--- src/rtl/nap_pkg.sv ---
// Shared types and constants for the nap timer countdown controller.
package nap_pkg;

  typedef enum logic [2:0] {
    StIdle,
    StRun,
    StReq,
    StWait,
    StPause,
    StAlarm,
    StError
  } state_e;

  localparam logic [3:0] MAX_TENS_MS = 4'd5;
  localparam logic [3:0] MAX_DIGIT   = 4'd9;

  typedef struct packed {
    logic [3:0] h10;
    logic [3:0] h1;
    logic [3:0] m10;
    logic [3:0] m1;
    logic [3:0] s10;
    logic [3:0] s1;
  } bcd_time_t;

  localparam bcd_time_t ZERO_TIME = '0;

  // True when every digit is a legal HH:MM:SS BCD value.
  function automatic logic time_is_valid(input bcd_time_t t);
    return (t.h10 <= MAX_DIGIT) && (t.h1 <= MAX_DIGIT) &&
           (t.m10 <= MAX_TENS_MS) && (t.m1 <= MAX_DIGIT) &&
           (t.s10 <= MAX_TENS_MS) && (t.s1 <= MAX_DIGIT);
  endfunction

endpackage

--- src/rtl/sec_prescaler.sv ---
// Divides the system clock down to a one-cycle tick once per second.
module sec_prescaler #(
  parameter int unsigned TICKS_PER_SEC = 50000000
) (
  input  logic i_clk,
  input  logic i_rst_n,
  input  logic i_en,
  input  logic i_hold,
  input  logic i_clr,
  output logic o_tick
);

  localparam int unsigned CntW = (TICKS_PER_SEC > 1) ? $clog2(TICKS_PER_SEC) : 1;
  localparam logic [CntW-1:0] LastCnt = CntW'(TICKS_PER_SEC - 1);

  logic [CntW-1:0] r_cnt;

  // Terminal count wins over hold so a tick is never lost to a pause request.
  assign o_tick = i_en && (r_cnt == LastCnt);

  // Count while enabled; wrap on tick, freeze on hold, zero on clear.
  always_ff @(posedge i_clk or negedge i_rst_n) begin
    if (!i_rst_n) begin
      r_cnt <= '0;
    end else if (i_clr || o_tick) begin
      r_cnt <= '0;
    end else if (i_en && !i_hold) begin
      r_cnt <= r_cnt + 1'b1;
    end
  end

endmodule

--- src/rtl/nap_timer_ctrl.sv ---
// Nap timer sequencer: owns the HH:MM:SS register, requests one decrement per
// second from the external BCD decrementer and raises the alarm at zero.
module nap_timer_ctrl
  import nap_pkg::*;
#(
  parameter int unsigned TICKS_PER_SEC = 50000000,
  parameter int unsigned DEC_TIMEOUT   = 15
) (
  input  logic       i_clk,
  input  logic       i_rst_n,
  input  logic       i_key_load,
  input  logic       i_key_start,
  input  logic       i_key_cancel,
  input  logic [3:0] i_set_h10,
  input  logic [3:0] i_set_h1,
  input  logic [3:0] i_set_m10,
  input  logic [3:0] i_set_m1,
  input  logic [3:0] i_set_s10,
  input  logic [3:0] i_set_s1,
  output logic       o_dec_start,
  output logic [3:0] o_dec_h10,
  output logic [3:0] o_dec_h1,
  output logic [3:0] o_dec_m10,
  output logic [3:0] o_dec_m1,
  output logic [3:0] o_dec_s10,
  output logic [3:0] o_dec_s1,
  input  logic [3:0] i_dec_get_h10,
  input  logic [3:0] i_dec_get_h1,
  input  logic [3:0] i_dec_get_m10,
  input  logic [3:0] i_dec_get_m1,
  input  logic [3:0] i_dec_get_s10,
  input  logic [3:0] i_dec_get_s1,
  input  logic       i_dec_complete,
  input  logic       i_dec_is_zero,
  output logic [3:0] o_disp_h10,
  output logic [3:0] o_disp_h1,
  output logic [3:0] o_disp_m10,
  output logic [3:0] o_disp_m1,
  output logic [3:0] o_disp_s10,
  output logic [3:0] o_disp_s1,
  output logic       o_running,
  output logic       o_alarm,
  output logic       o_set_err,
  output logic       o_dec_err
);

  localparam int unsigned ToW = $clog2(DEC_TIMEOUT + 1);
  localparam logic [ToW-1:0] ToLast = ToW'(DEC_TIMEOUT - 1);

  state_e         r_state;
  bcd_time_t      r_time;
  logic           r_pending_pause;
  logic [ToW-1:0] r_to_cnt;
  logic           r_dec_start;
  logic           r_alarm;
  logic           r_set_err;
  logic           r_dec_err;

  bcd_time_t w_set_time;
  bcd_time_t w_get_time;
  logic      w_time_zero;
  logic      w_tick;
  logic      w_presc_en;
  logic      w_presc_clr;

  assign w_set_time  = bcd_time_t'({i_set_h10, i_set_h1, i_set_m10,
                                    i_set_m1, i_set_s10, i_set_s1});
  assign w_get_time  = bcd_time_t'({i_dec_get_h10, i_dec_get_h1, i_dec_get_m10,
                                    i_dec_get_m1, i_dec_get_s10, i_dec_get_s1});
  assign w_time_zero = (r_time == ZERO_TIME);

  // The prescaler only runs in RUN; it restarts from zero after each capture.
  assign w_presc_en  = (r_state == StRun);
  assign w_presc_clr = i_key_cancel || (r_state == StIdle) ||
                       ((r_state == StWait) && i_dec_complete);

  sec_prescaler #(
    .TICKS_PER_SEC (TICKS_PER_SEC)
  ) u_sec_prescaler (
    .i_clk   (i_clk),
    .i_rst_n (i_rst_n),
    .i_en    (w_presc_en),
    .i_hold  (i_key_start),
    .i_clr   (w_presc_clr),
    .o_tick  (w_tick)
  );

  // Main sequencer with registered outputs and the time register.
  always_ff @(posedge i_clk or negedge i_rst_n) begin
    if (!i_rst_n) begin
      r_state         <= StIdle;
      r_time          <= ZERO_TIME;
      r_pending_pause <= 1'b0;
      r_to_cnt        <= '0;
      r_dec_start     <= 1'b0;
      r_alarm         <= 1'b0;
      r_set_err       <= 1'b0;
      r_dec_err       <= 1'b0;
    end else begin
      r_dec_start <= 1'b0;
      r_set_err   <= 1'b0;
      if (i_key_cancel) begin
        r_state         <= StIdle;
        r_time          <= ZERO_TIME;
        r_pending_pause <= 1'b0;
        r_alarm         <= 1'b0;
        r_dec_err       <= 1'b0;
      end else begin
        unique case (r_state)
          StIdle: begin
            if (i_key_load) begin
              if (time_is_valid(w_set_time)) r_time <= w_set_time;
              else                           r_set_err <= 1'b1;
            end else if (i_key_start && !w_time_zero) begin
              r_state <= StRun;
            end
          end
          StRun: begin
            if (w_tick) begin
              // A pause pressed on the tick cycle is honoured after the capture.
              if (i_key_start) r_pending_pause <= 1'b1;
              if (w_time_zero) begin
                r_state         <= StAlarm;
                r_alarm         <= 1'b1;
                r_pending_pause <= 1'b0;
              end else begin
                r_state     <= StReq;
                r_dec_start <= 1'b1;
              end
            end else if (i_key_start) begin
              r_state <= StPause;
            end
          end
          StReq: begin
            // Counts cycles since dec_start, the REQ cycle being the first.
            r_state  <= StWait;
            r_to_cnt <= ToW'(1);
            if (i_key_start) r_pending_pause <= 1'b1;
          end
          StWait: begin
            if (i_dec_complete) begin
              r_pending_pause <= 1'b0;
              if (i_dec_is_zero) begin
                r_state <= StAlarm;
                r_alarm <= 1'b1;
                r_time  <= ZERO_TIME;
              end else begin
                r_time  <= w_get_time;
                r_state <= (r_pending_pause || i_key_start) ? StPause : StRun;
              end
            end else begin
              if (i_key_start) r_pending_pause <= 1'b1;
              if (r_to_cnt == ToLast) begin
                r_state   <= StError;
                r_dec_err <= 1'b1;
              end else begin
                r_to_cnt <= r_to_cnt + 1'b1;
              end
            end
          end
          StPause: begin
            if (i_key_start) r_state <= StRun;
          end
          StAlarm: begin
            r_time <= ZERO_TIME;
            if (i_key_start) begin
              r_state <= StIdle;
              r_alarm <= 1'b0;
            end
          end
          StError: begin
            r_state <= StError;
          end
          default: r_state <= StIdle;
        endcase
      end
    end
  end

  assign o_running   = (r_state == StRun) || (r_state == StReq) || (r_state == StWait);
  assign o_dec_start = r_dec_start;
  assign o_alarm     = r_alarm;
  assign o_set_err   = r_set_err;
  assign o_dec_err   = r_dec_err;

  assign o_dec_h10  = r_time.h10;
  assign o_dec_h1   = r_time.h1;
  assign o_dec_m10  = r_time.m10;
  assign o_dec_m1   = r_time.m1;
  assign o_dec_s10  = r_time.s10;
  assign o_dec_s1   = r_time.s1;
  assign o_disp_h10 = r_time.h10;
  assign o_disp_h1  = r_time.h1;
  assign o_disp_m10 = r_time.m10;
  assign o_disp_m1  = r_time.m1;
  assign o_disp_s10 = r_time.s10;
  assign o_disp_s1  = r_time.s1;

endmodule

--- config.mk ---
export PLATFORM = sky130hd
export DESIGN_NAME = nap_timer_ctrl
export DESIGN_NICKNAME = d
export VERILOG_FILES = /design/src/rtl/nap_pkg.sv /design/src/rtl/sec_prescaler.sv /design/src/rtl/nap_timer_ctrl.sv
export SDC_FILE = /design/constraint.sdc
export NUM_CORES = 1
export LEC_CHECK = 0
export CAP_MARGIN = 20
export CORE_ASPECT_RATIO = 1.75
export CORE_MARGIN = 2
export CORE_UTILIZATION = 48
export DETAILED_ROUTE_END_ITERATION = 10
export PLACE_DENSITY_LB_ADDON = 0.12
export SYNTH_ARGS = -nofsm -noshare
export SYNTH_HDL_FRONTEND = slang
export SYNTH_SLANG_ARGS = --single-unit
--- constraint.sdc ---
create_clock -name i_clk -period 2.3 [get_ports i_clk]
set_input_delay 0.46 -clock i_clk [delete_from_list [all_inputs] [get_ports i_clk]]
set_output_delay 0.46 -clock i_clk [all_outputs]
set_load 0.05 [all_outputs]
After elaboration in Yosys (flattened, before gate mapping)
Index checks and enable logic that the tools add are counted.
{ "classes": {"eq_ne": 23, "bitwise": 1, "order_cmp": 6, "n_reduce_logical": 32, "addsub": 2, "n_mux": 49} }
{ "ops": {"columns": ["cell", "n"], "rows": [
  ["two-way mux 24 bit", 5],
  ["one-hot mux 24 bit (3 select lines)", 1],
  ["two-way mux 26 bit", 2],
  ["two-way mux 3 bit", 12],
  ["adder 26 x 1 -> 26 bit, second input constant", 1],
  ["equality test 26 bit, second input constant", 1],
  ["zero test 24 bit", 1],
  ["!= test 3 bit, second input constant", 8],
  ["two-way mux 1 bit", 23],
  ["one-hot mux 3 bit (7 select lines)", 1],
  ["<= comparator 4 bit, second input constant", 4],
  ["AND reduction 6 bit", 2],
  ["nonzero test 4 bit", 3],
  ["equality test 3 bit, second input constant", 3],
  ["logical AND 1 bit", 9],
  ["<= comparator 4 x 3 -> 1 bit, second input constant", 2],
  ["two-way mux 4 bit", 2],
  ["one-hot mux 4 bit (2 select lines)", 1],
  ["AND reduction 4 bit", 2],
  ["nonzero test 2 bit", 4],
  ["equality test 3 x 2 -> 1 bit, second input constant", 2],
  ["logical OR 1 bit", 6],
  ["!= test 2 bit, second input constant", 3],
  ["!= test 3 x 2 -> 1 bit, second input constant", 2],
  ["other kinds (11)", 13]
]} }
{ "word_totals": {"ff_bits": 62} }

Depth between registers and ports, before layout
{ "logic_depth": {"depth_word": 10, "mapped_depth": 7} }

By module
From an unflattened synthesis, not the netlist that was laid out.
{ "unflattened": {"hier_cells": 374, "hier_area_um2": 3672.3} }
{ "by_module_without_submodules": {"columns": ["mod", "cells_per_inst", "seq_area_each_um2", "area_each_um2", "instances"], "rows": [
  ["nap_timer_ctrl", 222, 900.9, 2205.9, 1],
  ["sec_prescaler", 152, 650.6, 1466.4, 1]
]} }

Least setup slack after synthesis
Ideal clock, no wire load.
{ "synth_timing": {"path_kind": "register to register", "from": "reg r_state[1]", "to": "reg r_time, in the netlist o_dec_h10[0]", "required_ps": 2175, "arrival_time_ps": 2336, "setup_slack_ps": -160, "path_stages_with_launch": 8, "path_cell_list": "dfrtp_1 > buf_4 > nor2_1 > nor2_1 > a22oi_1 > o22ai_1 > buf_2 > mux2_2"} }
{ "synth_via": {"elab_chain_len": 3, "elab_cells_between_ends": 10, "cone_classes": "5 x eq/ne; 2 x mux; 3 x reduce/logical"} }
{ "synth_lines": {"columns": ["item", "line", "rtl"], "rows": [
  ["start, declared", "nap_timer_ctrl.sv:50", "state_e r_state;"],
  ["start signal, assigned", "nap_timer_ctrl.sv:91", "r_state <= StIdle;"],
  ["start signal, assigned", "nap_timer_ctrl.sv:103", "r_state <= StIdle;"],
  ["start signal, assigned", "nap_timer_ctrl.sv:115", "r_state <= StRun;"],
  ["equality test 3 x 2 -> 1 bit, or another cell as far along", "nap_timer_ctrl.sv:109", "unique case (r_state)"],
  ["!= test 3 bit (no line), or another cell as far along", null, null],
  ["AND reduction 4 bit (no line) / two-way mux 24 bit (equally long branches)", null, null],
  ["end signal, assigned", "nap_timer_ctrl.sv:112", "if (time_is_valid(w_set_time)) r_time <= w_set_time;"],
  ["end signal, assigned", "nap_timer_ctrl.sv:148", "r_time <= w_get_time;"],
  ["end, declared", "nap_timer_ctrl.sv:51", "bcd_time_t r_time;"]
]} }
Several ways; a longest one is shown, not always the timed one.
A chain may end at the register's enable or synchronous reset.

Worst setup path in the final report
{ "layout_timing": {"from": "in i_set_m1[2]", "to": "reg r_time, in the netlist o_dec_s1[2]"} }
{ "layout_via": {"elab_chain_len": 6} }
{ "layout_lines": {"columns": ["item", "line", "rtl"], "rows": [
  ["start, declared", "nap_timer_ctrl.sv:17", "input logic [3:0] i_set_m1,"],
  ["<= comparator 4 bit", "nap_pkg.sv:31", "(t.m10 <= MAX_TENS_MS) && (t.m1 <= MAX_DIGIT) &&"],
  ["logical AND 1 bit (2 in series)", "nap_pkg.sv:31", null],
  ["logical AND 1 bit", "nap_pkg.sv:32", "(t.s10 <= MAX_TENS_MS) && (t.s1 <= MAX_DIGIT);"],
  ["!= test 3 x 2 -> 1 bit (no line)", null, null],
  ["AND reduction 4 bit (no line)", null, null]
]} }
No other way between the ends.

==> results.ini <==
[die]
die_area_sq_mm = 0.00850
die_h_microns = 120
initial_utilization_pct = 49.2
rows = 42
core_sq_mm = 0.00757
fp.dieW_microns = 70.5
ios = 108

[place]
gp_congestion = 0.920
post_dp_cell_area_sq_mm = 0.00491
hpwlAfterDp_microns = 7580
place_ws_ns = -0.215
port-buffer-count = 107
dp.cells = 581

[grt]
use_met3_pct = 5.08
grtUsageTotal_pct = 24.6
grt_max_degree = 44
top_usage_layer = met2
grtUsageMet1_pct = 25.7
grt_pass1_wl_microns = 16600
antenna_found_initial = 0
grt-ovfl-total = 0
grt_pass1_vias = 3600
grtUsageMet2_pct = 45.7

[logic_synthesis]
synth_top_area_share_pct = 41.7
netlist_area_sq_mm = 0.00372
synth_ff_type = dfrtp_1
synth_edf_count = 0
yosys.area.top_type = dfrtp_1
synthArstFlopShare_pct = 100
synth_nets = 452
yosys_warnings = 0
synth.distinct_cells = 50
ys_ff_latch = 62
syn_area_per_cell_sq_um = 9.44
postSynthCellCount = 394
yosys-top-cells-area = dfrtp_1, mux2_2, nor2_1
yosysSeqAreaShare_pct = 41.7

[pwr]
p_leak_nw = 2.14
peakVddDrop_uv = 1090
powerDensity_mw_per_mm2 = 1220

[outcome]
outcome = completed

[clock_tree]
cts_inserted_buffers = 9
post-cts-setup-buffer-count = 0
cts_htree_levels = 3
cts_root_buf = clkbuf_16
clk_pin_slew_ns = 0.05
clockBufferDepth = 2
cts_tree = done
insertion_delay_ns = 0.32
cts_hold_buf = 0
clock_sinks = 62

[sta]
rsz0062_at_grt = false
finalHoldViolations = 0
setup_slack_ns = 0.121
max_slew_margin_pct = 64.1
tns_ns = 0
fin_skew_ns = 0.00609
timing.final.crit_share_pct = 94.7
max_freq_ghz = 0.459
drv_slew = 0
setup_viol = 0
min_period_ns = 2.18
worstMarginPinSlew_ns = 0.537

[finish]
design_area_sq_mm = 0.00522
num_antenna_cells = 0
final_nets = 562
fin_cells = 597
synthToLayoutAreaGrowth_pct = 40.4
final_layout_size_suffix_gt1_share_pct = 16.9

[setup_path]
critPathMaxStageDelay_ns = 0.42
cp-start-kind = input pin
cp_common_cell = buf_4
worst-path-max-fanout = 12
crit_type = in2reg
cp.buffers_inverters = 3
critical_path.cell_chain = clkdlybuf4s50_1, o21ai_0, buf_4, nand4_1, nor4_2, o22ai_2, buf_4, mux2_2
cp_top_family = buffers and inverters
cp_slowest_cell = clkdlybuf4s50_1
cp.required_ns = 2.51
arrival_ns = 2.39
end_kind = flop

[route]
wire_per_inst_microns = 16.9
ant_nets = 0
firstDrtPassIters = 4
drc = 0
vias = 3427
totalWireLength_microns = 10100
drt_iter0_markers = 178
drt-vias-per-instance = 5.74

[worst_hold_path]
hold_class = in2async

[job]
max_cap_violations = 0

Yosys cell counts (2+ instances only):
master and number:
a2111oi_0 2, a21oi_1 6, a22oi_1 25, a31oi_1 6
and2_1 2, and3_1 5, and4_1 3, buf_2 3
buf_4 25, buf_6 3, clkbuf_1 10, dfrtp_1 62
ha_1 3, inv_1 6, mux2_2 24, mux2i_1 3
nand2_1 20, nand2b_1 5, nand3_1 12, nand4_1 12
nor2_1 70, nor3_1 10, nor4_1 14, o211ai_1 2
o21ai_0 8, or3_1 3, or4b_4 2, xnor2_1 19
xor2_1 8
cell usage in the layout (no fill, tap or decap), drive strengths merged, types with 5 or more instances in the layout:
cell type      netlist  final
a21oi                6      6
a22oi               25     25
a31oi                6      6
and3                 5      5
buf                 31     35
clkbuf              10     12
clkdlybuf4s50        0    105
dfrtp               62     62
inv                  6      6
mux2                24     24
nand2               20     20
nand2b               5      5
nand3               12     12
nand4               12     12
nor2                70     70
nor3                11     11
nor4                15     15
o21ai                8      8
xnor2               19     19
xor2                 8      8
per-layer routing:
| layer | vias to the layer above | wire length (microns) |
|---|---|---|
| li1 | 1624 | - |
| met1 | 1664 | 3730 |
| met2 | 114 | 5590 |
| met3 | 25 | 464 |
| met4 | 0 | 311 |
| met5 | - | 0 |
registers in the layout, indices dropped and copies added (netlist names):
| signal | count |
|---|---|
| u_sec_prescaler.r_cnt | 26 |
| o_dec_h10 | 4 |
| o_dec_h1 | 4 |
| o_dec_m10 | 4 |
| o_dec_m1 | 4 |
| o_dec_s10 | 4 |
| o_dec_s1 | 4 |
| r_to_cnt | 4 |
| r_state | 3 |
| o_alarm | 1 |
| o_dec_err | 1 |
| o_dec_start | 1 |
| o_set_err | 1 |
| r_pending_pause | 1 |
per-stage QoR:
step | total power [W] | hold slack, ns | utilization, %
2_1_floorplan | 0.00404 | 0.164 | -
3_3_place_gp | 0.00503 | 0.450 | 64.9
3_5_place_dp | 0.00504 | 0.451 | 64.9
4_1_cts | 0.00643 | 0.0980 | 68.9
5_1_grt | 0.00664 | 0.122 | 69.0
6_report | 0.00639 | 0.0957 | 69.0
kinds of logic (layout without fill, tap and decap cells):
family / after synthesis / count (layout) / synth area share [%]
AND/OR/NAND/NOR: 168 / 168 / 23.3
flip-flops: 62 / 62 / 41.7
buffers and inverters: 47 / 162 / 7.97
adder cells (fa/ha/maj): 3 / 3 / 1.01
XOR/XNOR: 27 / 27 / 6.36
AO/OA/AOI/OAI: 60 / 60 / 11.6
multiplexers: 27 / 27 / 8.07
area by class of cell:
type	instances	area, sq um
timing repair buffer	140	1350
clock inverter	4	45.0
sequential	62	1550
tap	88	110
multi-input combinational	285	1890
clock buffer	12	256
fill	601	2350
inverter	6	22.5
worst register-to-register path, cell delays in order, from the launching register on:
cell,delay (ns)
dfrtp_1,0.43
or4b_4,0.51
nor4_4,0.35
and3_1,0.32
a2111oi_0,0.14
nor4_1,0.26
where the power goes:
| part | leakage [nW] | switching, W | internal [W] |
|---|---|---|---|
| Sequential | 0.835 | 0.000236 | 0.00131 |
| Clock | 0.152 | 0.000462 | 0.000891 |
| Combinational | 1.15 | 0.00219 | 0.00129 |
| Total | 2.14 | 0.00289 | 0.00350 |
final timing paths:
kind	endpoint	start	depth (start not counted)	slack [ns]
max	o_dec_s1[2]	i_set_m1[2]	8	0.12
min	o_dec_start	i_rst_n	1	0.1
max reg2reg	o_alarm	u_sec_prescaler.r_cnt[17]	5	0.19
min reg2reg	o_dec_err	o_dec_err	2	0.54
max in group asynchronous	o_dec_m1[1]	i_rst_n	2	1.60
min in group i_clk	o_dec_err	o_dec_err	2	0.54
timing repair:
action,in CTS,in global routing
endpoints found under the hold margin,0,0
resized for setup,0,1
setup endpoints to repair,0,15
(Power assumes the default switching activity.)
